==> src/rtl/f8_fetch_queue_if.sv <==
// f8_fetch_queue_if
//   Bundles the fetch queue's redirect, ROM and decoder-side signals.
//   slave  : the fetch queue itself (drives ROM addresses and the head window).
//   master : the surrounding core/ROM/decoder (drives redirect, ROM data, consume).
// Signals:
//   redirect, redirect_pc        flush and restart fetch at a new byte PC
//   mem_addr_even/odd            word addresses into the even/odd ROM banks
//   mem_data_even/odd            registered ROM bank data (one cycle after address)
//   out_avail                    bytes held in the FIFO (0..DEPTH)
//   out_byte0/out_byte1, out_pc  head byte pair and the byte PC of out_byte0
//   consume                      bytes taken by the decoder this cycle (0..2)
interface f8_fetch_queue_if #(
  parameter int DEPTH = 8
);
  localparam int CW = $clog2(DEPTH + 1);

  logic        redirect;
  logic [15:0] redirect_pc;
  logic [14:0] mem_addr_even;
  logic [14:0] mem_addr_odd;
  logic [7:0]  mem_data_even;
  logic [7:0]  mem_data_odd;
  logic [CW-1:0] out_avail;
  logic [7:0]  out_byte0;
  logic [7:0]  out_byte1;
  logic [15:0] out_pc;
  logic [1:0]  consume;

  modport slave (
    input  redirect, redirect_pc, mem_data_even, mem_data_odd, consume,
    output mem_addr_even, mem_addr_odd, out_avail, out_byte0, out_byte1, out_pc
  );

  modport master (
    output redirect, redirect_pc, mem_data_even, mem_data_odd, consume,
    input  mem_addr_even, mem_addr_odd, out_avail, out_byte0, out_byte1, out_pc
  );
endinterface

==> src/rtl/f8_fetch_queue.sv <==
// f8_fetch_queue
//   Instruction prefetch stage in front of a dual-bank (even/odd byte) ROM.
//   Every fetch reads one byte from each bank so two sequential bytes come back
//   from any byte address; they are put into program order and pushed into a
//   small byte FIFO whose head pair and PC are presented to the decoder.
// Ports:
//   clk    clock, all state changes on posedge
//   rst_n  synchronous reset, active low
//   q      f8_fetch_queue_if.slave (redirect, ROM address/data, head window, consume)
module f8_fetch_queue #(
  parameter int          DEPTH    = 8,
  parameter logic [15:0] RESET_PC = 16'h4000
) (
  input  logic              clk,
  input  logic              rst_n,
  f8_fetch_queue_if.slave   q
);
  localparam int AW = $clog2(DEPTH);
  localparam int CW = $clog2(DEPTH + 1);

  logic [15:0]   fetch_pc_reg, fetch_pc_next;
  logic [15:0]   out_pc_reg, out_pc_next;
  logic          inflight_reg, inflight_next;
  logic          resp_swap_reg, resp_swap_next;
  logic [AW-1:0] rd_ptr_reg, rd_ptr_next;
  logic [AW-1:0] wr_ptr_reg, wr_ptr_next;
  logic [CW-1:0] count_reg, count_next;

  logic [7:0]    fifo_mem [DEPTH];

  logic          issue;
  logic          push;
  logic [CW+1:0] budget;
  logic [CW-1:0] consume_w;
  logic [CW-1:0] consume_eff;
  logic [7:0]    push_byte0;
  logic [7:0]    push_byte1;

  // Odd start PC: the first byte lives in the odd bank of word a, the second
  // in the even bank of word a+1.
  assign q.mem_addr_odd  = fetch_pc_reg[15:1];
  assign q.mem_addr_even = fetch_pc_reg[15:1] + {14'd0, fetch_pc_reg[0]};

  // Conservative space check: bytes held plus bytes already requested plus
  // this request must fit, ignoring any pop happening this cycle.
  always_comb begin
    budget = {2'b00, count_reg} + (inflight_reg ? (CW+2)'(4) : (CW+2)'(2));
    issue  = !q.redirect && (budget <= (CW+2)'(DEPTH));
  end

  // A response arriving during a redirect belongs to the old stream.
  assign push       = inflight_reg && !q.redirect;
  assign push_byte0 = resp_swap_reg ? q.mem_data_odd  : q.mem_data_even;
  assign push_byte1 = resp_swap_reg ? q.mem_data_even : q.mem_data_odd;

  // consume=3 is meaningless and pops nothing; otherwise clamp to what is held.
  always_comb begin
    consume_w   = CW'(q.consume);
    consume_eff = '0;
    if (q.consume != 2'd3) begin
      consume_eff = (consume_w > count_reg) ? count_reg : consume_w;
    end
  end

  always_comb begin
    fetch_pc_next  = fetch_pc_reg;
    out_pc_next    = out_pc_reg;
    inflight_next  = 1'b0;
    resp_swap_next = resp_swap_reg;
    rd_ptr_next    = rd_ptr_reg;
    wr_ptr_next    = wr_ptr_reg;
    count_next     = count_reg;
    if (q.redirect) begin
      fetch_pc_next = q.redirect_pc;
      out_pc_next   = q.redirect_pc;
      rd_ptr_next   = '0;
      wr_ptr_next   = '0;
      count_next    = '0;
    end else begin
      if (issue) begin
        fetch_pc_next  = fetch_pc_reg + 16'd2;
        inflight_next  = 1'b1;
        resp_swap_next = fetch_pc_reg[0];
      end
      rd_ptr_next = rd_ptr_reg + AW'(consume_eff);
      wr_ptr_next = wr_ptr_reg + (push ? AW'(2) : AW'(0));
      count_next  = count_reg + (push ? CW'(2) : CW'(0)) - consume_eff;
      out_pc_next = out_pc_reg + 16'(consume_eff);
    end
  end

  always_ff @(posedge clk) begin
    if (!rst_n) begin
      fetch_pc_reg  <= RESET_PC;
      out_pc_reg    <= RESET_PC;
      inflight_reg  <= 1'b0;
      resp_swap_reg <= 1'b0;
      rd_ptr_reg    <= '0;
      wr_ptr_reg    <= '0;
      count_reg     <= '0;
    end else begin
      fetch_pc_reg  <= fetch_pc_next;
      out_pc_reg    <= out_pc_next;
      inflight_reg  <= inflight_next;
      resp_swap_reg <= resp_swap_next;
      rd_ptr_reg    <= rd_ptr_next;
      wr_ptr_reg    <= wr_ptr_next;
      count_reg     <= count_next;
    end
  end

  // Storage is not reset; count_reg alone says which entries are valid.
  always_ff @(posedge clk) begin
    if (rst_n && push) begin
      fifo_mem[wr_ptr_reg]          <= push_byte0;
      fifo_mem[wr_ptr_reg + AW'(1)] <= push_byte1;
    end
  end

  assign q.out_byte0 = fifo_mem[rd_ptr_reg];
  assign q.out_byte1 = fifo_mem[rd_ptr_reg + AW'(1)];
  assign q.out_avail = count_reg;
  assign q.out_pc    = out_pc_reg;

`ifndef SYNTHESIS
  a_consume_legal: assert property (@(posedge clk) disable iff (!rst_n) q.consume != 2'd3);
`endif
endmodule
==> src/flat_wrapper.sv <==
// flat-port wrapper written by rule: the top's interface ports become plain ports
module f8_fetch_queue_flat 
#(
  parameter int          DEPTH    = 8,
  parameter logic [15:0] RESET_PC = 16'h4000
)
  (clk, rst_n, q_redirect, q_redirect_pc, q_mem_data_even, q_mem_data_odd, q_consume, q_mem_addr_even, q_mem_addr_odd, q_out_avail, q_out_byte0, q_out_byte1, q_out_pc);
  f8_fetch_queue_if #(.DEPTH(DEPTH)) q_i ();
  input  logic clk;
  input  logic rst_n;
  input wire logic [$bits(q_i.redirect)-1:0] q_redirect;
  input wire logic [$bits(q_i.redirect_pc)-1:0] q_redirect_pc;
  input wire logic [$bits(q_i.mem_data_even)-1:0] q_mem_data_even;
  input wire logic [$bits(q_i.mem_data_odd)-1:0] q_mem_data_odd;
  input wire logic [$bits(q_i.consume)-1:0] q_consume;
  output wire logic [$bits(q_i.mem_addr_even)-1:0] q_mem_addr_even;
  output wire logic [$bits(q_i.mem_addr_odd)-1:0] q_mem_addr_odd;
  output wire logic [$bits(q_i.out_avail)-1:0] q_out_avail;
  output wire logic [$bits(q_i.out_byte0)-1:0] q_out_byte0;
  output wire logic [$bits(q_i.out_byte1)-1:0] q_out_byte1;
  output wire logic [$bits(q_i.out_pc)-1:0] q_out_pc;
  assign q_i.redirect = q_redirect;
  assign q_i.redirect_pc = q_redirect_pc;
  assign q_i.mem_data_even = q_mem_data_even;
  assign q_i.mem_data_odd = q_mem_data_odd;
  assign q_i.consume = q_consume;
  assign q_mem_addr_even = q_i.mem_addr_even;
  assign q_mem_addr_odd = q_i.mem_addr_odd;
  assign q_out_avail = q_i.out_avail;
  assign q_out_byte0 = q_i.out_byte0;
  assign q_out_byte1 = q_i.out_byte1;
  assign q_out_pc = q_i.out_pc;
  f8_fetch_queue #(.DEPTH(DEPTH), .RESET_PC(RESET_PC)) u_core (.clk(clk), .rst_n(rst_n), .q(q_i));
endmodule
==> config.mk <==
export PLATFORM = sky130hd
export DESIGN_NAME = f8_fetch_queue_flat
export DESIGN_NICKNAME = d
export VERILOG_FILES = /design/src/rtl/f8_fetch_queue_if.sv /design/src/rtl/f8_fetch_queue.sv /design/src/flat_wrapper.sv
export SDC_FILE = /design/constraint.sdc
export NUM_CORES = 1
export LEC_CHECK = 0
export ABC_AREA = 1
export ABC_CLOCK_PERIOD_IN_PS = 3300
export BUFFER_PORTS_ARGS = -buffer_cell sky130_fd_sc_hd__buf_2
export CAP_MARGIN = 20
export CORE_MARGIN = 10
export CORE_UTILIZATION = 53
export CTS_BUF_LIST = sky130_fd_sc_hd__clkbuf_2 sky130_fd_sc_hd__clkbuf_4 sky130_fd_sc_hd__clkbuf_8
export DETAILED_ROUTE_END_ITERATION = 16
export PLACE_DENSITY = 0.82
export SYNTH_ARGS = -nofsm -noshare
export SYNTH_HDL_FRONTEND = slang
export SYNTH_SLANG_ARGS = --single-unit
export TNS_END_PERCENT = 5
==> constraint.sdc <==
create_clock -name clk -period 3.3 [get_ports clk]
set_input_delay 0.66 -clock clk [delete_from_list [all_inputs] [get_ports clk]]
set_output_delay 0.66 -clock clk [all_outputs]
set_load 0.1 [all_outputs]
==> run metrics, run 1 <==
Post-synth EDFFs 64; worst endpoint data arrival time 2410 ps; DP HPWL 12.7 mm; final worst-path cycle share 92.9%; Overflow after GRT 0; Post-Route Utilization 63.6%; ys async rst share 0%; Setup crit start kind flip-flop; Tot Pwr 6.07 mW; setup bufs post-CTS 0; Setup TNS 0 ps; Final min period 3070 ps; top cells by count, synth nand2_1, o21ai_0, nor2_1; yosys warns 0; worst r2r src u_core.q.out_avail[1]$_SDFF_PP0_; clock sink total 107; Finish-stage setup viols 0; CTS buffer count 9; Req. time, crit path 2640 ps; WL/cell 14.7 µm; most common cell in the netlist nand2_1; RSZ-0062 raised after global routing no; layout cells sized above 1 15.0%; first-pass GRT wire length 27.7 mm; Worst VDD drop 503 µV; Syn Nets 966; Final GP Congestion 0.941; Hold-fix buffers, CTS 0; Seq/Total Area, Yosys 41.9%; Initial Utilization 54.8%; dpl ws 127 ps; Setup WS post-layout 234 ps; clk_skew 12.4 ps; Post-CTS Resized 0; Seq cells post-synth 107; First-pass DRT Iterations 7; crit path from u_core.fetch_pc_reg[0]$_SDFFE_PN0P_; I/O pin cnt 103; Achievable Freq 326 MHz; Synth-to-Final Area Change 16.1%; CORE AREA 12100 µm²; vias in the first global route 5769; clock latency on the worst-skew pair 380 ps; post-route ant nets 0; Die Area 17400 µm²; Reg clk slew, reported paths 110 ps; Routed WL 17.1 mm; DRT iter0 DRCs 510; pwr dens 788 nW/µm²; flip-flop count of the largest register after layout 64; CTS tree yes; Syn Inst Count 907; CP Capture Type primary output; Nets 1047; Synth top area share 29.0%; P_leak 3.51 nW; GRT Overall Usage 18.9%; Root Buffer clkbuf_8; largest net degree at the start of global routing 39; Synth area leader edfxtp_1; Crit Path Category flip-flop to primary output; largest cells by area after synthesis edfxtp_1, dfxtp_1, nand2_1; Vias 6253; post-synthesis cell type count 34; # port buffers 102; Max Slew Vio Count 0; CP Max Fanout 4; die height 132 µm; status finished, final reports clean; FP Rows 40; Min-Delay Path Class input pin to flip-flop; worst slew pin tran 650 ps; maxcap violations 0; antenna violations before repair 5; clk buf depth 2; final hold vios 0; hold_sp q_redirect_pc[12]; average size of a mapped cell 7.31 µm²; FILL cells 1025; Top FF cell, synth edfxtp_1; Synth Cell Area 6630 µm²; slew margin rel. 56.6%; die width 132 µm; H-tree levels 3; Via density 5.38; # DRC 0
## metal layers
layer / vias up / global-route usage (%) / share of wire, %
li1: 3116 / - / -
met1: 2783 / 23.6 / 42
met2: 302 / 30.3 / 46
met3: 46 / 4.99 / 9.1
met4: 6 / 7.66 / 2.5
met5: - / 0 / 0.25
## critical path: stages (launching register included)
cell      delay (ps)
dfxtp_1          400
ha_1             230
ha_1             200
nand3_1          130
nor2_1           260
nand2_1          150
nor2_1           140
xor2_1           160
clkbuf_4         350
## placed cells by master, fill, tap and decap left out, types with 2 or more instances in the layout
cell,count
a21o_1,2
a21oi_1,44
a31oi_1,8
buf_12,17
buf_2,86
buf_4,18
clkbuf_4,2
clkbuf_8,9
clkinv_1,2
clkinvlp_4,2
dfxtp_1,42
diode_2,2
edfxtp_1,64
fa_1,5
ha_1,17
inv_1,103
inv_2,4
nand2_1,215
nand3_1,53
nand3b_1,2
nand4_1,8
nor2_1,110
nor3_1,2
nor3_4,2
o21ai_0,136
o21bai_1,4
o22ai_1,3
xnor2_1,2
xor2_1,18
## cell type report
type	instances	area, µm²	share of cell area, %
Tap cell	168	210	2.73
Clock inverter	6	73.8	0.959
Clock buffer	10	131	1.71
Sequential cell	107	2780	36.2
Multi-Input combinational cell	639	3170	41.2
Inverter	109	409	5.31
Timing Repair Buffer	122	913	11.9
Antenna cell	2	5.00	0.0650
## logic make-up (layout without fill, tap and decap cells)
kind of cell    after synthesis  count (layout)  synth area share, %
compound gates              201             201                 15.7
xor+xnor                     20              20                 2.64
other cells                   0               2                    0
flops                       107             107                 41.9
fa+ha+maj                    22              22                 4.72
simple gates                396             396                 24.7
buf+inv                     161             247                 10.3
## where the power goes
group	switching, mW	total (mW)	internal [mW]
Sequential	0.110	1.65	1.54
Clock	0.479	0.848	0.369
Combinational	2.57	3.56	0.995
## metrics by stage
step	hold WS, ps	cell area, µm²	instances
2_1_floorplan	449	6640	907
3_3_place_gp	512	7490	1145
3_5_place_dp	524	7490	1145
4_1_cts	504	7690	1161
5_1_grt	510	7700	1163
6_report	514	7700	1163
## path summary, 6_finish.rpt
check	endpoint	slack, ps	cells past startpoint
hold / removal	u_core.q.out_pc[12]$_SDFF_PN0_	510	3
hold reg to reg	u_core.fetch_pc_reg[0]$_SDFFE_PN0P_	540	2
setup / recovery	q_mem_addr_even[12]	230	8
setup reg to reg	u_core.q.out_avail[2]$_SDFF_PP0_	360	14
Power figures use the tool's default switching activity.
==> run 2: changes to the inputs <==
==> config.mk (replaced) <==
export PLATFORM = sky130hd
export DESIGN_NAME = f8_fetch_queue_flat
export DESIGN_NICKNAME = d
export VERILOG_FILES = /design/src/rtl/f8_fetch_queue_if.sv /design/src/rtl/f8_fetch_queue.sv /design/src/flat_wrapper.sv
export SDC_FILE = /design/constraint.sdc
export NUM_CORES = 1
export LEC_CHECK = 0
export ABC_CLOCK_PERIOD_IN_PS = 3300
export CAP_MARGIN = 20
export CORE_MARGIN = 10
export CORE_UTILIZATION = 53
export DETAILED_ROUTE_END_ITERATION = 16
export DONT_BUFFER_PORTS = 1
export PLACE_DENSITY = 0.75
export SYNTH_ARGS = -nofsm -noshare
export SYNTH_HDL_FRONTEND = slang
export SYNTH_SLANG_ARGS = --single-unit
export TNS_END_PERCENT = 5
==> run 2 against run 1 <==
Net effect:
- die area is 4.7% lower
- clock power is 27% higher
- sequential power is 4% lower
- critical path depth is 5 higher
- sequential share of layout area is 1.4 points higher
- global-route usage is 0.24 points higher
- non-clock buffer count is 47 lower
- largest cell class unchanged
- highest routed layer is now met4
==> run metrics, run 2 <==
crit-path max cell delay 480 ps; CP Capture Type flip-flop; Req. time, crit path 3530 ps; Top FF cell, synth edfxtp_1; CP Max Fanout 3; Pint 2.95 mW; status finished, final reports clean; ys async rst share 0%; Seq/Total Area, Yosys 44.4%; Cell Chain, Critical Path inv_1 -> ha_1 -> nor2b_1 -> o21ai_2 -> buf_4 -> mux2_2 -> and2_1 -> fa_1 -> inv_1 -> ha_1 -> fa_1 -> xor2_1 -> nor2_1; layout cells sized above 1 37.4%; Final GP Congestion 0.888; Seq pwr share 29.4%; Root Buffer clkbuf_16; first-pass GRT wire length 24.9 mm; slew margin rel. 28.7%; Synth area leader edfxtp_1; Synth top area share 30.7%; most frequent cells in the layout edfxtp_1, mux2_2, buf_4; average size of a mapped cell 12.2 µm²; Hold-fix buffers, CTS 0; Seq cells post-synth 107; Setup TNS 0 ps; # DRC 0; CTS tree yes; Synth-to-Final Area Change 18.7%; yosys warns 0; DP HPWL 11.6 mm; clk buf depth 2; P_sw 2.43 mW; largest net degree at the start of global routing 36; largest cells by area after synthesis edfxtp_1, dfxtp_1, mux4_2; clock sink total 107; worst slew pin tran 1070 ps; RSZ-0062 raised after global routing no; FP Rows 39; hold_sp rst_n; top cells by count, synth edfxtp_1, mux2_2, dfxtp_1; Setup crit start kind flip-flop; Tot Pwr 5.38 mW; CTS buffer count 9; flip-flop count of the largest register after layout 64; Post-Route Utilization 64.6%; maxcap violations 0; crit path from u_core.q.out_avail[1]$_SDFF_PP0_; setup bufs post-CTS 0; Synth Cell Area 6270 µm²; Crit Path Category flip-flop to flip-flop; commonest non-fill, non-tap cell in the layout edfxtp_1; Die Area 16600 µm²; clock latency on the worst-skew pair 350 ps; Min-Delay Path Class input pin to flip-flop; Worst path slowest cell fa_1; # port buffers 0; worst r2r src u_core.q.out_avail[1]$_SDFF_PP0_; Routed WL 15.7 mm; Initial Utilization 54.4%; Via density 6.24; worst endpoint data arrival time 3370 ps; Final min period 3140 ps; antenna violations before repair 0; clk_skew 8.45 ps; Syn Nets 573; final hold vios 0; Clock Power Share 20.0%; Overflow after GRT 0; Finish-stage setup viols 0; Achievable Freq 319 MHz; die height 129 µm; Nets 621; I/O pin cnt 103; die width 129 µm; WL/cell 22.1 µm; Antenna Cells 0; Vias 4432; vias in the first global route 4602; GRT Overall Usage 19.1%; Max Slew Vio Count 0; Net Sw Frac 45.1%; Post-synth EDFFs 64; CORE AREA 11500 µm²; P_leak 2.68 nW; post-route ant nets 0; Reg clk slew, reported paths 70 ps; Syn Inst Count 514; Worst VDD drop 535 µV; pwr dens 723 nW/µm²; First-pass DRT Iterations 6; final worst-path cycle share 95.1%; post-synthesis cell type count 54; power share of the combinational group 50.6%; H-tree levels 3; DRT iter0 DRCs 462; most common cell in the netlist edfxtp_1
## run 2: metal layers
metal | vias to the layer above | share of wire, % | track usage (%) | routed length, µm
li1 | 2046 | - | - | -
met1 | 2185 | 38 | 21.1 | 5880
met2 | 179 | 52 | 34.4 | 8130
met3 | 22 | 9.2 | 6.37 | 1440
met4 | 0 | 1.5 | 5.75 | 230
met5 | - | 0 | 0 | 0
## run 2: path summary, 6_finish.rpt
check                                              to  slack [ps]  cells past startpoint
setup / recovery     u_core.q.out_avail[3]$_SDFF_PP0_         160                     13
hold / removal         u_core.q.out_pc[14]$_SDFF_PN1_         400                      1
setup reg to reg     u_core.q.out_avail[3]$_SDFF_PP0_         160                     13
hold reg to reg   u_core.fetch_pc_reg[0]$_SDFFE_PN0P_         500                      2
## run 2: power by group through the flow
| stage | clock network [mW] | logic (mW) | registers (mW) |
|---|---|---|---|
| detailed placement | 0 | 2.72 | 1.61 |
| global placement | 0 | 2.64 | 1.60 |
| global route | 1.14 | 2.87 | 1.59 |
| finish | 1.08 | 2.72 | 1.58 |
| CTS | 1.08 | 2.73 | 1.58 |
| floorplan | 0 | 1.83 | 1.85 |
## run 2: worst max-delay path, delay by kind of cell, from the launching register on
kind / cells / cell delay, ps
adders and majority gates: 4 / 1370
and+or+nand+nor: 3 / 410
xor gates and xnor gates: 1 / 150
muxes: 1 / 330
buffers and inverters: 3 / 250
DFF: 1 / 350
AOI/OAI and AO/OA: 1 / 160
## run 2: cell type report
| class | count | area (µm²) |
|---|---|---|
| inverter | 20 | 75.1 |
| fill | 854 | 4080 |
| sequential | 107 | 2790 |
| timing repair buffer | 75 | 788 |
| tap | 143 | 179 |
| multi-input combinational | 349 | 3300 |
| clock inverter | 7 | 73.8 |
| clock buffer | 9 | 225 |
## run 2: cells by family after synthesis
logic type	after synthesis	synth area share [%]
simple gates	124	10.8
flops	107	44.4
mux	89	21.7
compound gates	83	8.65
buf+inv	58	4.55
xor+xnor	31	4.81
fa+ha+maj	22	4.99
## run 2: through the flow
stage	instance area, µm²	hold WS [ps]	std cells	setup WS [ps]
after detailed placement	7130	494	694	-159
final	7440	397	710	161
after global placement	7130	476	694	-45.8
after CTS	7430	389	710	58.6
after global routing	7440	401	710	0.721
after floorplan	6290	461	514	-108
## run 2: what timing repair did
| item | 4_1_cts | 5_1_grt |
|---|---|---|
| hold endpoints to repair | 0 | 0 |
| setup endpoints to repair | 0 | 8 |
| gates resized for setup | 0 | 3 |
==> run 3: changes to the inputs <==
--- a/config.mk
+++ b/config.mk
@@ -11,6 +11,7 @@
 export CORE_UTILIZATION = 53
 export DETAILED_ROUTE_END_ITERATION = 16
 export DONT_BUFFER_PORTS = 1
+export MAX_ROUTING_LAYER = met4
 export PLACE_DENSITY = 0.75
 export SYNTH_ARGS = -nofsm -noshare
 export SYNTH_HDL_FRONTEND = slang
==> run 3 against run 2 <==
Net effect:
- worst setup slack gained 14 ps
- register-to-register slack about the same
- fmax is 0.45% higher
- non-clock buffer count did not move
- sequential share of layout area barely moved
- clock skew rose by 6.1 ps
- worst hold slack got worse by 2.3 ps
- global-route usage increased by 0.30 points
- largest cell class unchanged
==> run metrics, run 3 (same netlist as run 2, synthesis figures left out) <==
status finished, final reports clean; worst endpoint data arrival time 3350 ps; most frequent cells in the layout edfxtp_1, mux2_2, buf_4; final hold vios 0; Routed WL 15.4 mm; WL/cell 21.7 µm; First-pass DRT Iterations 4; Vias 4384; flip-flop count of the largest register after layout 64; maxcap violations 0; clock sink total 107; Worst path slowest cell fa_1; H-tree levels 3; Reg clk slew, reported paths 80 ps; Setup WS post-layout 175 ps; met1 usage 20.8%; # port buffers 0; clk_skew 14.5 ps; Initial Utilization 54.4%; antenna violations before repair 1; worst slew pin tran 1060 ps; CTS buffer count 9; final worst-path cycle share 94.7%; Post-CTS Resized 0; Via density 6.17; dpl ws -192 ps; Nets 621; CP Buf/Inv Count 3; DP HPWL 11.6 mm; crit-path max cell delay 480 ps; CTS tree yes; clock latency on the worst-skew pair 350 ps; Cells after DPL 694; grt met3 use 5.71%; pwr dens 719 nW/µm²; die height 129 µm; layout cells sized above 1 37.4%; vias in the first global route 4687; Setup crit start kind flip-flop; die width 129 µm; # DRC 0; DRT iter0 DRCs 395; Req. time, crit path 3530 ps; commonest non-fill, non-tap cell in the layout edfxtp_1; Crit Path Category flip-flop to flip-flop; Root Buffer clkbuf_16; GRT Overall Usage 19.4%; P_leak 2.68 nW; CP Capture Type flip-flop; first-pass GRT wire length 24.8 mm; Min-Delay Path Class input pin to flip-flop; Final GP Congestion 0.882; Cell Chain, Critical Path inv_1 -> ha_1 -> nor2b_1 -> o21ai_2 -> buf_4 -> mux2_2 -> and2_1 -> fa_1 -> inv_1 -> ha_1 -> fa_1 -> xor2_1 -> nor2_1; Setup TNS 0 ps; Overflow after GRT 0; clk buf depth 2; Achievable Freq 320 MHz; largest net degree at the start of global routing 36; Finish-stage setup viols 0; busiest metal layer after global routing met2; Hold-fix buffers, CTS 0; FP Rows 39; RSZ-0062 raised after global routing no; slew margin rel. 29.3%; post-route ant nets 0; Max Slew Vio Count 0; CORE AREA 11500 µm²; I/O pin cnt 103; Worst VDD drop 449 µV; CP Max Fanout 3; setup bufs post-CTS 0; Die Area 16600 µm²; Crit path max-delay family adder cells; final cell count without fillers 711; Final min period 3130 ps; met2 GRT Util 34.4%; Synth-to-Final Area Change 18.7%
## run 3: cell count changes in the layout (fill, tap and decap cells not counted)
| cell | change |
|---|---|
| diode_2 | +1 |
## run 3: cell type report
class	count	area (µm²)
repair buffers	75	788
multi-input cells	349	3300
inverters	20	75.1
well taps	143	179
clock inverters	7	73.8
clock buffers	9	225
flip-flops and latches	107	2790
diodes	1	2.50
fillers	866	4080
## run 3: worst register-to-register path: cells and delay by family, from the launching register on
family | cells | cell delay, ps
buf+inv | 3 | 260
flops | 1 | 350
compound gates | 1 | 150
xor+xnor | 1 | 140
simple gates | 3 | 400
mux | 1 | 340
fa+ha+maj | 4 | 1380
## run 3: per-layer routing
metal | vias up | wire (µm)
met5 | - | 0
li1 | 2031 | -
met1 | 2191 | 5740
met3 | 19 | 1210
met2 | 143 | 8260
met4 | 0 | 238
## run 3: where the power goes
part | switching, mW | leakage (nW) | internal, mW
registers | 0.0722 | 0.934 | 1.50
clock network | 0.537 | 0.148 | 0.540
logic | 1.80 | 1.60 | 0.901
total | 2.41 | 2.68 | 2.95
## run 3: path summary, 6_finish.rpt
path / startpoint / to / slack (ps) / cells past startpoint
max: u_core.q.out_avail[1]$_SDFF_PP0_ / u_core.q.out_avail[3]$_SDFF_PP0_ / 170 / 13
min reg2reg: u_core.fetch_pc_reg[0]$_SDFFE_PN0P_ / u_core.fetch_pc_reg[0]$_SDFFE_PN0P_ / 500 / 2
min: rst_n / u_core.q.out_pc[14]$_SDFF_PN1_ / 390 / 1
max reg2reg: u_core.q.out_avail[1]$_SDFF_PP0_ / u_core.q.out_avail[3]$_SDFF_PP0_ / 170 / 13
## run 3: through the flow
step                      util, %  total power [mW]  cell area (µm²)  hold slack (ps)
after detailed placement     62.0              4.31             7130              496
after floorplan                 -              3.67             6290              461
final                        64.6              5.35             7440              395
after global routing         64.6              5.59             7440              385
after CTS                    64.5              5.38             7430              384
after global placement       62.0              4.24             7130              476
